--- config.mk ---
export PLATFORM = sky130hd
export DESIGN_NAME = edge_detector_multi
export DESIGN_NICKNAME = d
export VERILOG_FILES = /design/src/rtl/edge_detector_multi.sv
export SDC_FILE = /design/constraint.sdc
export NUM_CORES = 1
export LEC_CHECK = 0
export CAP_MARGIN = 5
export CORE_MARGIN = 1
export CORE_UTILIZATION = 35
export CTS_CLUSTER_DIAMETER = 120
export CTS_CLUSTER_SIZE = 12
export DETAILED_ROUTE_END_ITERATION = 12
export GPL_ROUTABILITY_DRIVEN = 0
export SETUP_SLACK_MARGIN = 0.2
export SLEW_MARGIN = 15
export SYNTH_ARGS = -nofsm -noshare
export SYNTH_HDL_FRONTEND = slang
export SYNTH_SLANG_ARGS = --single-unit
--- constraint.sdc ---
create_clock -name CLK_I -period 5.9 [get_ports CLK_I]
set_clock_uncertainty 0.2 [all_clocks]
set_input_delay 1.475 -clock CLK_I [delete_from_list [all_inputs] [get_ports CLK_I]]
set_output_delay 1.475 -clock CLK_I [all_outputs]
set_load 0.01 [all_outputs]
--- src/rtl/edge_detector_multi.sv ---
// Multi-channel synchronised, debounced edge detector with sticky event status.
// Optional overrun flags are built only when EDGE_DET_OVERRUN_EN is defined.
module edge_detector_multi #(
  parameter int   CHANNELS     = 8,
  parameter int   SYNC_STAGES  = 2,
  parameter int   FILTER_DEPTH = 4,
  parameter logic RESET_VALUE  = 1'b0
) (
  input  logic                CLK_I,
  input  logic                RST_ASYNC_I,
  input  logic [CHANNELS-1:0] SIG_I,
  input  logic [CHANNELS-1:0] REDGE_EN_I,
  input  logic [CHANNELS-1:0] FEDGE_EN_I,
  input  logic                CLR_I,
  input  logic [CHANNELS-1:0] CLR_MASK_I,
  output logic [CHANNELS-1:0] SIG_LEVEL_O,
  output logic [CHANNELS-1:0] SIG_REDGE_O,
  output logic [CHANNELS-1:0] SIG_FEDGE_O,
  output logic [CHANNELS-1:0] EVT_STATUS_O,
  output logic [CHANNELS-1:0] EVT_OVR_O,
  output logic                IRQ_O
);

  localparam int CW = $clog2(FILTER_DEPTH + 1);
  localparam logic [CHANNELS-1:0] RST_LVL = {CHANNELS{RESET_VALUE}};
  localparam logic [CW-1:0] LAST = CW'(FILTER_DEPTH - 1);

  logic [CHANNELS-1:0] r_sync [SYNC_STAGES];
  logic [CW-1:0]       r_cnt  [CHANNELS];
  logic [CHANNELS-1:0] r_level;
  logic [CHANNELS-1:0] r_redge;
  logic [CHANNELS-1:0] r_fedge;
  logic [CHANNELS-1:0] r_status;
  logic                r_irq;

  logic [CHANNELS-1:0] w_samp;
  logic [CHANNELS-1:0] w_diff;
  logic [CHANNELS-1:0] w_hit;
  logic [CHANNELS-1:0] w_set;
  logic [CHANNELS-1:0] w_clr;
  logic [CHANNELS-1:0] w_status_nxt;

  always_ff @(posedge CLK_I or posedge RST_ASYNC_I) begin
    if (RST_ASYNC_I) begin
      for (int s = 0; s < SYNC_STAGES; s++)
        r_sync[s] <= RST_LVL;
    end else begin
      r_sync[0] <= SIG_I;
      for (int s = 1; s < SYNC_STAGES; s++)
        r_sync[s] <= r_sync[s-1];
    end
  end

  assign w_samp = r_sync[SYNC_STAGES-1];
  assign w_diff = w_samp ^ r_level;

  // A channel toggles on the sample that would bring its count to FILTER_DEPTH
  always_comb begin
    w_hit = '0;
    for (int i = 0; i < CHANNELS; i++)
      w_hit[i] = w_diff[i] && (r_cnt[i] == LAST);
  end

  always_ff @(posedge CLK_I or posedge RST_ASYNC_I) begin
    if (RST_ASYNC_I) begin
      for (int i = 0; i < CHANNELS; i++)
        r_cnt[i] <= '0;
    end else begin
      for (int i = 0; i < CHANNELS; i++) begin
        if (!w_diff[i] || w_hit[i])
          r_cnt[i] <= '0;
        else
          r_cnt[i] <= r_cnt[i] + CW'(1);
      end
    end
  end

  always_ff @(posedge CLK_I or posedge RST_ASYNC_I) begin
    if (RST_ASYNC_I) begin
      r_level <= RST_LVL;
      r_redge <= '0;
      r_fedge <= '0;
    end else begin
      r_level <= r_level ^ w_hit;
      r_redge <= w_hit & ~r_level;
      r_fedge <= w_hit & r_level;
    end
  end

  assign w_set = (r_redge & REDGE_EN_I) | (r_fedge & FEDGE_EN_I);
  assign w_clr = {CHANNELS{CLR_I}} & CLR_MASK_I;
  // Set is OR-ed after the clear so a same-cycle event is never lost
  assign w_status_nxt = (r_status & ~w_clr) | w_set;

  always_ff @(posedge CLK_I or posedge RST_ASYNC_I) begin
    if (RST_ASYNC_I) begin
      r_status <= '0;
      r_irq    <= 1'b0;
    end else begin
      r_status <= w_status_nxt;
      r_irq    <= |w_status_nxt;
    end
  end

`ifdef EDGE_DET_OVERRUN_EN
  logic [CHANNELS-1:0] r_ovr;

  always_ff @(posedge CLK_I or posedge RST_ASYNC_I) begin
    if (RST_ASYNC_I)
      r_ovr <= '0;
    else
      r_ovr <= (r_ovr & ~w_clr) | (w_set & r_status & ~w_clr);
  end

  assign EVT_OVR_O = r_ovr;
`else
  assign EVT_OVR_O = '0;
`endif

  assign SIG_LEVEL_O  = r_level;
  assign SIG_REDGE_O  = r_redge;
  assign SIG_FEDGE_O  = r_fedge;
  assign EVT_STATUS_O = r_status;
  assign IRQ_O        = r_irq;

endmodule

==> results of run 1 <==
## worst max path at each step
stage | end | cells after the start | slack [ns]
5_1_grt | SIG_LEVEL_O[5] | 1 | 2.83
2_1_floorplan | EVT_STATUS_O[0] | 1 | 2.37
3_5_place_dp | async pin | 3 | 2.65
3_3_place_gp | w_samp[2] | 3 | 2.68
6_report | SIG_LEVEL_O[5] | 1 | 2.90
4_1_cts | SIG_LEVEL_O[5] | 1 | 2.86
## report_power, final
group | internal, W | leakage, nW | switching (W)
sequential | 0.000612 | 0.948 | 0.0000659
combinational | 0.000207 | 0.745 | 0.000177
clock | 0.000150 | 0.0839 | 0.000170
total | 0.000969 | 1.78 | 0.000413
## area by class of cell
| cell class | instances | share of cell area (%) |
|---|---|---|
| flip-flops and latches | 73 | 49.36 |
| multi-input cells | 126 | 22.35 |
| repair buffers | 68 | 18.32 |
| clock buffers | 12 | 3.651 |
| well taps | 102 | 3.448 |
| inverters | 23 | 2.333 |
| clock inverters | 4 | 0.5409 |
## metrics by stage
| step | setup slack [ns] | hold WS [ns] | std cells |
|---|---|---|---|
| floorplan | 2.372 | 0.1312 | 230 |
| global placement | 2.676 | 0.1327 | 392 |
| detailed placement | 2.652 | 0.1347 | 392 |
| CTS | 2.864 | 0.1420 | 408 |
| global route | 2.825 | 0.1582 | 408 |
| finish | 2.897 | 0.1397 | 408 |
## cells in the mapped netlist
library cell and instances:
a21boi_0 8, a22o_1 8, and3b_1 2, buf_4 8
conb_1 1, dfrtp_1 73, ha_1 16, inv_1 23
mux2_2 2, nand2_1 9, nand2b_1 8, nand4_1 1
nor2_1 33, nor3b_1 5, nor4_1 4, o21ai_0 6
or2_2 8, xor2_1 8
## cell families after synthesis
logic type	share of synthesized area [%]
simple gates	12.40
flops	65.85
other cells	0.1352
compound gates	5.774
buf+inv	5.277
fa+ha+maj	7.217
mux	0.8119
xor+xnor	2.526
## metal layers
metal	wire (um)	part of all wire, %	up-vias
li1	-	-	857
met1	2252	48	795
met2	2066	44	54
met3	270	5.8	8
met4	61	1.3	0
met5	0	0	-
==> results_dict.tcl, run 1 <==
set metrics [dict create \
    status "completed" \
    syn_to_final_growth_pct 33.42 \
    post-dp-hpwl_mm 3.330 \
    hold_viol 0 \
    hold_path.class "reg2reg" \
    tns_ns 0 \
    whs_path_depth 0 \
    fin_nets 352 \
    rows 32 \
    final_area_sq_um 3701 \
    track_usage_pct 12.55 \
    path_max_fanout 5 \
    slowest_delay_ns 0.57 \
    clkLatencyLatePin_ns 0.33 \
    peakVddDrop_mv 0.1183 \
    netlist_instances 223 \
    multi_input_area_sq_um 827.0 \
    initial_core_util_pct 36.08 \
    avgViaCountPerCell 4.201 \
    use_met1_pct 17.79 \
    synth_cell_types 18 \
    hold_path.startpoint "r_sync[15]" \
    clock_path_buffers 2 \
    drv_cap 0 \
    totalWireLength_mm 4.650 \
    cts_tree "yes" \
    crit_path_top_delay_cell "clkdlybuf4s50_1" \
    cp_data_required_time_ns 4.22 \
    placed_cell_area_sq_um 3546 \
    busiest_layer "met2" \
    utilization_pct 48.14 \
    synth_seq_cells 73 \
    grt_antenna_before_repair 0 \
    use_met3_pct 3.350 \
    arrival_ns 1.33 \
    drc 0 \
    clockRootBuffer "clkbuf_8" \
    drt_iter0_drc 56 \
    worst_pin_slew_ns 0.8937 \
    cts_resized 0 \
    routedWlPerCell_um 11.40 \
    nFillCells 701 \
    cp_cell_sequence "clkdlybuf4s50_1" \
    hold_buffers 0 \
    path_clk_slew_ns 0.08 \
    yosysTopAreaCell "dfrtp_1" \
    cts_setup_buffers 0 \
    layout_common_cells "73 x dfrtp_1, 67 x clkdlybuf4s50_1, 33 x nor2_1, 22 x inv_1, 16 x ha_1" \
    maxSlewHeadroom_pct 40.33 \
    postSynthAreaPerCell_sq_um 12.44 \
    diodes 0 \
    worstReg2RegStart "SIG_REDGE_O[4]" \
    io_pins 76 \
    r2r_cells 3 \
    power_leakage_nw 1.777 \
    postRouteAntennaNets 0 \
    dr.pass1.iters 4 \
    clock_sinks 73 \
    start_kind "flip-flop" \
    fp.dieW_um 91.03 \
    vias 1714 \
    ys_seq_area_share_pct 65.85 \
    htree_levels 3 \
    synth_top_cell_area_share_pct 65.85 \
    synth.top_cells.by_area "dfrtp_1 66%, ha_1 7.2%, nor2_1 4.5%" \
    ys_warn_count 0 \
    fin_crit_ns 3.003 \
    fmax_ghz 0.3330 \
    die_area_sq_um 8286 \
    seq_area_sq_um 1827 \
    crit_type "reg2out" \
    grtUsageMet2_pct 17.80 \
    power_density_nw_per_um2 373.5 \
    drive_gt1_share_pct 8.170 \
    critical_path_buf_inv_count 1 \
    grt_max_degree 45 \
    syn_area_sq_um 2774 \
    setup_viol 0 \
    core_area_sq_um 7687 \
    globalRouteOverflowTotal 0 \
    p_total_w 0.001382 \
    r2r_end "IRQ_O" \
    grt_pass1_vias 1709 \
    portBuffers 67 \
    final_common_cell "dfrtp_1" \
    crit_path_end_kind "primary output" \
    fin_crit_sh_pct 50.90 \
    crit_family "buffers and inverters" \
    hold_end "w_samp[7]" \
    r2r_setup_slack_ns 4.44 \
    grt_pass1_wl_mm 8.038 \
    rsz0062_at_grt "no" \
    die_h_um 91.03 \
    numCtsBuffers 9 \
    slew_viol_final 0 \
]
(Power assumes the default switching activity.)
==> inputs of run 2 (changes only) <==
==> constraint.sdc (replaced) <==
create_clock -name CLK_I -period 2.5 [get_ports CLK_I]
set_clock_uncertainty 0.2 [all_clocks]
set_input_delay 0.625 -clock CLK_I [delete_from_list [all_inputs] [get_ports CLK_I]]
set_output_delay 0.625 -clock CLK_I [all_outputs]
set_load 0.01 [all_outputs]
==> run 2 against run 1 <==
Design area grew 1.1%. Worst hold slack better by 0.0095 ns. Sequential share of layout area fell by 0.56 points. Via count up 2.9%. Cell count did not move. Wire length is 0.24% lower. Utilization rose by 0.55 points. Clock-buffer cell count is 1 lower. Critical endpoint unchanged. Highest routed layer unchanged.
==> results_dict.tcl, run 2 (synthesis results as in run 1) <==
set metrics [dict create \
    arrival_ns 1.31 \
    r2r_end "IRQ_O" \
    tns_ns 0 \
    path_clk_slew_ns 0.07 \
    core_area_sq_um 7687 \
    hold_buffers 0 \
    r2r_setup_slack_ns 1.10 \
    fin_crit_sh_pct 85.51 \
    portBuffers 67 \
    clkLatencyLatePin_ns 0.33 \
    rsz0062_at_grt "no" \
    cp_data_required_time_ns 1.67 \
    slowest_delay_ns 0.56 \
    crit_family "buffers and inverters" \
    slew_viol_final 0 \
    status "completed" \
    worstReg2RegStart "SIG_REDGE_O[4]" \
    grt_antenna_before_repair 0 \
    layout_common_cells "73 x dfrtp_1, 67 x clkdlybuf4s50_1, 33 x nor2_1, 22 x inv_1, 16 x ha_1" \
    hold_path.class "reg2reg" \
    initial_core_util_pct 36.08 \
    fp.dieW_um 91.03 \
    drc 0 \
    htree_levels 3 \
    cts_resized 0 \
    rows 32 \
    globalRouteOverflowTotal 0 \
    cts_tree "yes" \
    grt_max_degree 32 \
    diodes 0 \
    drive_gt1_share_pct 8.824 \
    io_pins 76 \
    p_seq_share_pct 48.7 \
    crit_path_end "SIG_LEVEL_O[5]" \
    post-place-cells 393 \
    finalNonFillerCells 408 \
    critical_path_buf_inv_count 1 \
    avgViaCountPerCell 4.324 \
    clockRootBuffer "clkbuf_8" \
    dr.pass1.iters 4 \
    crit_type "reg2out" \
    peakVddDrop_mv 0.3717 \
    drt_iter0_drc 42 \
    worst-path-stages 1 \
    p_sw_w 0.0009669 \
    grt_pass1_wl_mm 7.990 \
    vias 1764 \
    switching_share_pct 29.48 \
    drv_cap 0 \
    p_int_w 0.002313 \
    crit_path_top_delay_cell "clkdlybuf4s50_1" \
    die_h_um 91.03 \
    clock_path_buffers 2 \
    cp_cell_sequence "clkdlybuf4s50_1" \
    grt_pass1_vias 1743 \
    hold_viol 0 \
    routedWlPerCell_um 11.37 \
    pre_cts_ws_ns 0.2449 \
    fin_nets 353 \
    syn_to_final_growth_pct 34.96 \
    die_area_sq_um 8286 \
    post-dp-hpwl_mm 3.443 \
    start_kind "flip-flop" \
    cts_setup_buffers 0 \
    crit_path_end_kind "primary output" \
    power_leakage_nw 1.792 \
    clkPwrFrac_pct 23.5 \
    setup_ws_ns 0.3622 \
    postRouteAntennaNets 0 \
    setup_viol 0 \
    fin_crit_ns 2.138 \
    numCtsBuffers 9 \
    r2r_cells 3 \
    final_common_cell "dfrtp_1" \
    track_usage_pct 12.55 \
    path_max_fanout 5 \
    power_density_nw_per_um2 876.2 \
    totalWireLength_mm 4.639 \
    p_comb_share_pct 27.8 \
    clock_sinks 73 \
    fmax_ghz 0.4678 \
]
run 2: layer usage:
metal / share of wire (%) / vias to the layer above / wire [um] / global-route usage (%)
met5: 0 / - / 0 / 0
met4: 1.3 / 0 / 58 / 6.349
met1: 47 / 836 / 2160 / 16.49
li1: - / 866 / - / -
met2: 47 / 56 / 2164 / 19.19
met3: 5.5 / 6 / 255 / 3.266
run 2: area by class of cell:
cell class	count	area (sq um)
Clock buffer	11	141.4
Clock inverter	4	20.02
Fill cell	720	3944
Inverter	23	90.09
Multi-Input combinational cell	126	827.0
Sequential cell	73	1827
Tap cell	102	127.6
Timing Repair Buffer	69	710.7
run 2: power by group through the flow:
stage | registers [W] | logic (W) | clock network [W]
2_1_floorplan | 0.00165 | 0.000496 | 0
3_3_place_gp | 0.00162 | 0.000906 | 0
3_5_place_dp | 0.00162 | 0.000930 | 0
4_1_cts | 0.00160 | 0.000935 | 0.000808
5_1_grt | 0.00164 | 0.00106 | 0.000845
6_report | 0.00160 | 0.000912 | 0.000770
run 2: worst min-delay path by stage:
| stage | endpoint | from | cells after the start |
|---|---|---|---|
| finish | w_samp[3] | r_sync[11] | 0 |
| CTS | w_samp[6] | r_sync[14] | 0 |
| global placement | w_samp[0] | r_sync[8] | 0 |
| floorplan | w_samp[0] | r_sync[8] | 0 |
| global route | w_samp[0] | r_sync[8] | 0 |
| detailed placement | w_samp[6] | r_sync[14] | 0 |
run 2: through the flow:
| stage | cell area, sq um | power, W | util [%] | hold WS, ns |
|---|---|---|---|---|
| 5_1_grt | 3744 | 0.003539 | 48.70 | 0.1549 |
| 6_report | 3744 | 0.003280 | 48.70 | 0.1493 |
| 2_1_floorplan | 2804 | 0.002150 | - | 0.1312 |
| 4_1_cts | 3744 | 0.003347 | 48.70 | 0.1513 |
| 3_3_place_gp | 3582 | 0.002527 | 46.60 | 0.1327 |
| 3_5_place_dp | 3582 | 0.002554 | 46.60 | 0.1347 |
==> RTL edit 1, RTL diff (flow settings as in run 2) <==
Set the parameter `RESET_VALUE` to 1'b1 (it was 1'b0).
--- a/src/rtl/edge_detector_multi.sv
+++ b/src/rtl/edge_detector_multi.sv
@@ -4,7 +4,7 @@
   parameter int   CHANNELS     = 8,
   parameter int   SYNC_STAGES  = 2,
   parameter int   FILTER_DEPTH = 4,
-  parameter logic RESET_VALUE  = 1'b0
+  parameter logic RESET_VALUE  = 1'b1
 ) (
   input  logic                CLK_I,
   input  logic                RST_ASYNC_I,
Check against the original RTL: not equivalent (Yosys sat finds a counterexample within 4 cycles, from zero or initial values and one cycle with RST_ASYNC_I high).
==> RTL edit 1 against run 2 <==
- wire length up 0.97%
- total power grew 9.1%
- clock power grew 32%
- die area increased by 1.1%
- sequential cell count unchanged
- count of clock-buffer cells in the layout did not move
- combinational power is 1% lower
- cell area up 2.5%
- hold slack improved by 0.0040 ns
- setup slack better by 0.066 ns
- synthesized cell count stayed put
- critical path type unchanged
- area after synthesis rose by 1.1%
- first-iteration DRC count increased by 55%
==> RTL edit 1: results (changes against run 2) <==
\begin{tabular}{lr}
\hline
Metric & Value \\
\hline
\multicolumn{2}{l}{\textbf{Outcome}} \\
\quad Run status & finished, final reports clean \\
\multicolumn{2}{l}{\textbf{CTS}} \\
\quad Number of H-tree levels & 3 (unchanged) \\
\quad Clock-pin slew on the worst setup and hold paths & 0.08 ns \\
\quad Clock root buffer master & sky130\_fd\_sc\_hd\_\_clkbuf\_8 \\
\multicolumn{2}{l}{\textbf{Layout}} \\
\quad Final \#Nets & 352 (-0.28\%) \\
\quad Layout cells sized above 1 & 0.170 (+0.0817) \\
\multicolumn{2}{l}{\textbf{GRT}} \\
\quad Global-route wire length before repair & 8.27 mm (+3.5\%) \\
\quad All-Layer GR Usage & 0.129 (+0.00322) \\
\quad Number of global-route vias before repair & 1765 (+1.3\%) \\
\quad Pin count of the biggest net entering global routing & 74 (+130\%) \\
\multicolumn{2}{l}{\textbf{Detailed routing}} \\
\quad Iteration-0 DRC count of the detailed router & 65 (+55\%) \\
\quad Routed length on met1 & 2.15 mm (-0.37\%) \\
\quad Final routed wirelength across all metal layers & 4.68 mm (+0.97\%) \\
\quad Vias/cell & 4.27 (-1.2\%) \\
\quad Metal3 WL & 375 um (+47\%) \\
\multicolumn{2}{l}{\textbf{Critical path}} \\
\quad Max Fanout on Critical Path & 2 (-3) \\
\quad Reg2Reg Setup Slack & 1.03 ns (-0.07 ns) \\
\quad Termination of the worst setup path & SIG\_REDGE\_O[4] \\
\quad Slowest Stage Delay on Critical Path & 0.54 ns (-0.02 ns) \\
\multicolumn{2}{l}{\textbf{Timing}} \\
\quad Highest Clock Rate & 483 MHz (+3.2\%) \\
\multicolumn{2}{l}{\textbf{Synth}} \\
\quad Cell types with the highest counts after synthesis & sky130\_fd\_sc\_hd\_\_dfrtp\_1 (49), sky130\_fd\_sc\_hd\_\_nor2\_1 (33), sky130\_fd\_sc\_hd\_\_dfstp\_2 (24) \\
\quad Leading cell types by total area after synthesis & sky130\_fd\_sc\_hd\_\_dfrtp\_1 (44\%), sky130\_fd\_sc\_hd\_\_dfstp\_2 (22\%), sky130\_fd\_sc\_hd\_\_ha\_1 (7.1\%), sky130\_fd\_sc\_hd\_\_nor2\_1 (4.4\%), sky130\_fd\_sc\_hd\_\_inv\_1 (3.1\%) \\
\quad Post-synth cell types & 19 (+1) \\
\multicolumn{2}{l}{\textbf{Placement}} \\
\quad HPWL reported at the end of detailed placement & 3.27 mm (-5.1\%) \\
\quad Placed cell areas & 3590 um\^{}2 (+0.28\%) \\
\multicolumn{2}{l}{\textbf{Power}} \\
\quad Leakage power figure & 1.86 nW (+4.0\%) \\
\quad Peak supply drop & 505 uV (+36\%) \\
\multicolumn{2}{l}{\textbf{Hold path}} \\
\quad Worst hold path endpoint & w\_samp[0] \\
\quad Hold Path Origin & r\_sync[8] \\
\hline
\end{tabular}
==> RTL edit 1: cell families (layout without fill, tap and decap cells) <==
logic type	Yosys count	after routing	synth area share
AO/OA/AOI/OAI	22	22	0.0571
XOR/XNOR	8	8	0.0250
adder cells (fa/ha/maj)	16	16	0.0714
buffers and inverters	31	107	0.0522
flip-flops	73	73	0.662
multiplexers	2	2	0.00803
other	1	8	0.00134
AND/OR/NAND/NOR	70	70	0.123
==> RTL edit 1: metrics by stage <==
| step | hold slack [ns] | std cells | util |
|---|---|---|---|
| after floorplan | 0.145 | 230 | - |
| after global placement | 0.146 | 392 | 0.465 |
| after global routing | 0.162 | 408 | 0.497 |
| after CTS | 0.159 | 408 | 0.494 |
| after detailed placement | 0.149 | 392 | 0.465 |
| final | 0.153 | 408 | 0.497 |
==> RTL edit 1: power breakdown <==
part	leakage [nW]	switching [mW]	internal (mW)	total (mW)
registers	0.914	0.155	1.50	1.66
logic	0.835	0.425	0.475	0.900
clock network	0.115	0.408	0.613	1.02
total	1.86	0.989	2.59	3.58
==> RTL edit 1: final cells by class <==
type                       instances  area, um^2
clock inverter                     5        77.6
fill                             679        3890
sequential                        73        1860
multi-input combinational        126         827
clock buffer                      11         151
inverter                          23        90.1
tap                              102         128
timing repair buffer              68         707
==> RTL edit 1: per-layer routing <==
metal | track usage | vias to the layer above
met5 | 0 | -
met4 | 0.0437 | 0
met3 | 0.0561 | 7
met2 | 0.195 | 61
met1 | 0.164 | 816
li1 | - | 859
==> RTL edit 1: repair_timing <==
item | CTS | global route
gates resized for setup | 1 | 7
setup buffers | 0 | 0
setup endpoints to repair | 1 | 7
==> RTL edit 2, RTL diff (flow settings as in run 2) <==
Made on the original files. Register the inputs `SIG_I`, `REDGE_EN_I`, `FEDGE_EN_I`, `CLR_I` and `CLR_MASK_I` before use. The logic sees them one clock later.
--- a/src/rtl/edge_detector_multi.sv
+++ b/src/rtl/edge_detector_multi.sv
@@ -25,6 +25,20 @@
   localparam logic [CHANNELS-1:0] RST_LVL = {CHANNELS{RESET_VALUE}};
   localparam logic [CW-1:0] LAST = CW'(FILTER_DEPTH - 1);
 
+  logic [CHANNELS-1:0] SIG_I_q;
+  logic [CHANNELS-1:0] REDGE_EN_I_q;
+  logic [CHANNELS-1:0] FEDGE_EN_I_q;
+  logic CLR_I_q;
+  logic [CHANNELS-1:0] CLR_MASK_I_q;
+
+  always_ff @(posedge CLK_I) begin
+    SIG_I_q      <= SIG_I;
+    REDGE_EN_I_q <= REDGE_EN_I;
+    FEDGE_EN_I_q <= FEDGE_EN_I;
+    CLR_I_q      <= CLR_I;
+    CLR_MASK_I_q <= CLR_MASK_I;
+  end
+
   logic [CHANNELS-1:0] r_sync [SYNC_STAGES];
   logic [CW-1:0]       r_cnt  [CHANNELS];
   logic [CHANNELS-1:0] r_level;
@@ -45,7 +59,7 @@
       for (int s = 0; s < SYNC_STAGES; s++)
         r_sync[s] <= RST_LVL;
     end else begin
-      r_sync[0] <= SIG_I;
+      r_sync[0] <= SIG_I_q;
       for (int s = 1; s < SYNC_STAGES; s++)
         r_sync[s] <= r_sync[s-1];
     end
@@ -87,8 +101,8 @@
     end
   end
 
-  assign w_set = (r_redge & REDGE_EN_I) | (r_fedge & FEDGE_EN_I);
-  assign w_clr = {CHANNELS{CLR_I}} & CLR_MASK_I;
+  assign w_set = (r_redge & REDGE_EN_I_q) | (r_fedge & FEDGE_EN_I_q);
+  assign w_clr = {CHANNELS{CLR_I_q}} & CLR_MASK_I_q;
   // Set is OR-ed after the clear so a same-cycle event is never lost
   assign w_status_nxt = (r_status & ~w_clr) | w_set;
 
Check against the original RTL: not equivalent (a bounded check fails within 10 cycles, from zero or initial values and one cycle with RST_ASYNC_I high).
==> RTL edit 2 against run 2 <==
- sequential cell count is 33 higher
- setup slack worse by 0.022 ns
- wire length is 15% higher
- combinational power is 1% higher
- sequential power is 35% higher
- total power is 24% higher
- area after synthesis is 24% higher
- cell area is 19% higher
- critical path depth stayed put
- non-clock buffer count is 1 lower
- register-to-register slack worse by 0.14 ns
- clock power is 28% higher
==> RTL edit 2: results (changes against run 2) <==
\begin{tabular}{lr}
\hline
Metric & Value \\
\hline
\multicolumn{2}{l}{\textbf{Synth}} \\
\quad Post-synth cell types & 19 (+1) \\
\quad Leading cell types by total area after synthesis & sky130\_fd\_sc\_hd\_\_dfrtp\_1 (53\%), sky130\_fd\_sc\_hd\_\_dfxtp\_1 (19\%), sky130\_fd\_sc\_hd\_\_ha\_1 (5.8\%), sky130\_fd\_sc\_hd\_\_nor2\_1 (3.6\%), sky130\_fd\_sc\_hd\_\_inv\_1 (2.5\%) \\
\quad Portion of the post-synthesis area used by sequential elements & 0.724 (+0.0657) \\
\quad Cell types with the highest counts after synthesis & sky130\_fd\_sc\_hd\_\_dfrtp\_1 (73), sky130\_fd\_sc\_hd\_\_dfxtp\_1 (33), sky130\_fd\_sc\_hd\_\_nor2\_1 (33) \\
\quad Asr flop ratio synth & 0.689 (-0.311) \\
\quad Synthesized instance count & 256 (+15\%) \\
\multicolumn{2}{l}{\textbf{Hold path}} \\
\quad Hold Path Origin & SIG\_I\_q[3] \\
\quad Worst hold path endpoint & r\_sync[11] \\
\multicolumn{2}{l}{\textbf{Layout}} \\
\quad Layout cells sized above 1 & 0.0737 (-0.0145) \\
\quad Final \#Nets & 385 (+9.1\%) \\
\quad Total of fill cells in the finished design & 892 (+24\%) \\
\quad Final instance count without filler cells & 468 (+15\%) \\
\multicolumn{2}{l}{\textbf{Timing}} \\
\quad Min cycle time layout & 2.16 ns (+0.0221 ns) \\
\quad Worst-case hold slack & 0.131 ns (-0.0185 ns) \\
\multicolumn{2}{l}{\textbf{Critical path}} \\
\quad Data arrival time at the worst-slack endpoint & 1.33 ns (+0.02 ns) \\
\quad Reg2Reg Setup Slack & 0.96 ns (-0.14 ns) \\
\quad Termination of the worst setup path & SIG\_LEVEL\_O[2] \\
\quad Startpoint of the worst register-to-register path & CLR\_I\_q \\
\multicolumn{2}{l}{\textbf{Power}} \\
\quad Sw Share & 0.273 (-0.0219) \\
\quad Power dissipated in combinational cells & 922 uW (+1\%) \\
\quad Peak supply drop & 543 uV (+46\%) \\
\multicolumn{2}{l}{\textbf{Placement}} \\
\quad Post-place setup slack & 0.706 ns (+0.461 ns) \\
\quad Number of cells after detailed placement & 452 (+15\%) \\
\multicolumn{2}{l}{\textbf{GRT}} \\
\quad Global-route wire length before repair & 8.98 mm (+12\%) \\
\quad Met2 usage & 0.187 (-0.00511) \\
\quad Pin count of the biggest net entering global routing & 74 (+130\%) \\
\quad Global routing met1 resource utilization & 0.145 (-0.0200) \\
\multicolumn{2}{l}{\textbf{Detailed routing}} \\
\quad Routed wirelength normalized by instance count & 11.4 um (+0.17\%) \\
\quad Iteration-0 DRC count of the detailed router & 43 (+2.4\%) \\
\multicolumn{2}{l}{\textbf{CTS}} \\
\quad Insertion delay to the later sink of the worst-skew pair & 0.35 ns (+0.02 ns) \\
\multicolumn{2}{l}{\textbf{Outcome}} \\
\quad Run status & finished, final reports clean \\
\hline
\end{tabular}
[RTL edit 2: cell type report]
type / count / area, um^2 / area share
Sequential cell: 106 / 2490 / 0.560
Multi-Input combinational cell: 126 / 827 / 0.186
Timing Repair Buffer: 68 / 691 / 0.155
Tap cell: 129 / 161 / 0.0363
Clock buffer: 12 / 135 / 0.0304
Inverter: 23 / 90.1 / 0.0203
Clock inverter: 4 / 52.6 / 0.0118
[RTL edit 2: logic make-up (layout without fill, tap and decap cells)]
group / Yosys count / in the layout / synth area share
compound gates: 22 / 22 / 0.0466
mux: 2 / 2 / 0.00656
flops: 106 / 106 / 0.724
fa+ha+maj: 16 / 16 / 0.0583
other cells: 1 / 8 / 0.00109
xor+xnor: 8 / 8 / 0.0204
buf+inv: 31 / 107 / 0.0426
simple gates: 70 / 70 / 0.100
[RTL edit 2: per-layer routing]
layer | up-vias | share of wire
met3 | 9 | 0.073
met5 | - | 0
li1 | 961 | -
met4 | 0 | 0.015
met1 | 916 | 0.45
met2 | 57 | 0.47
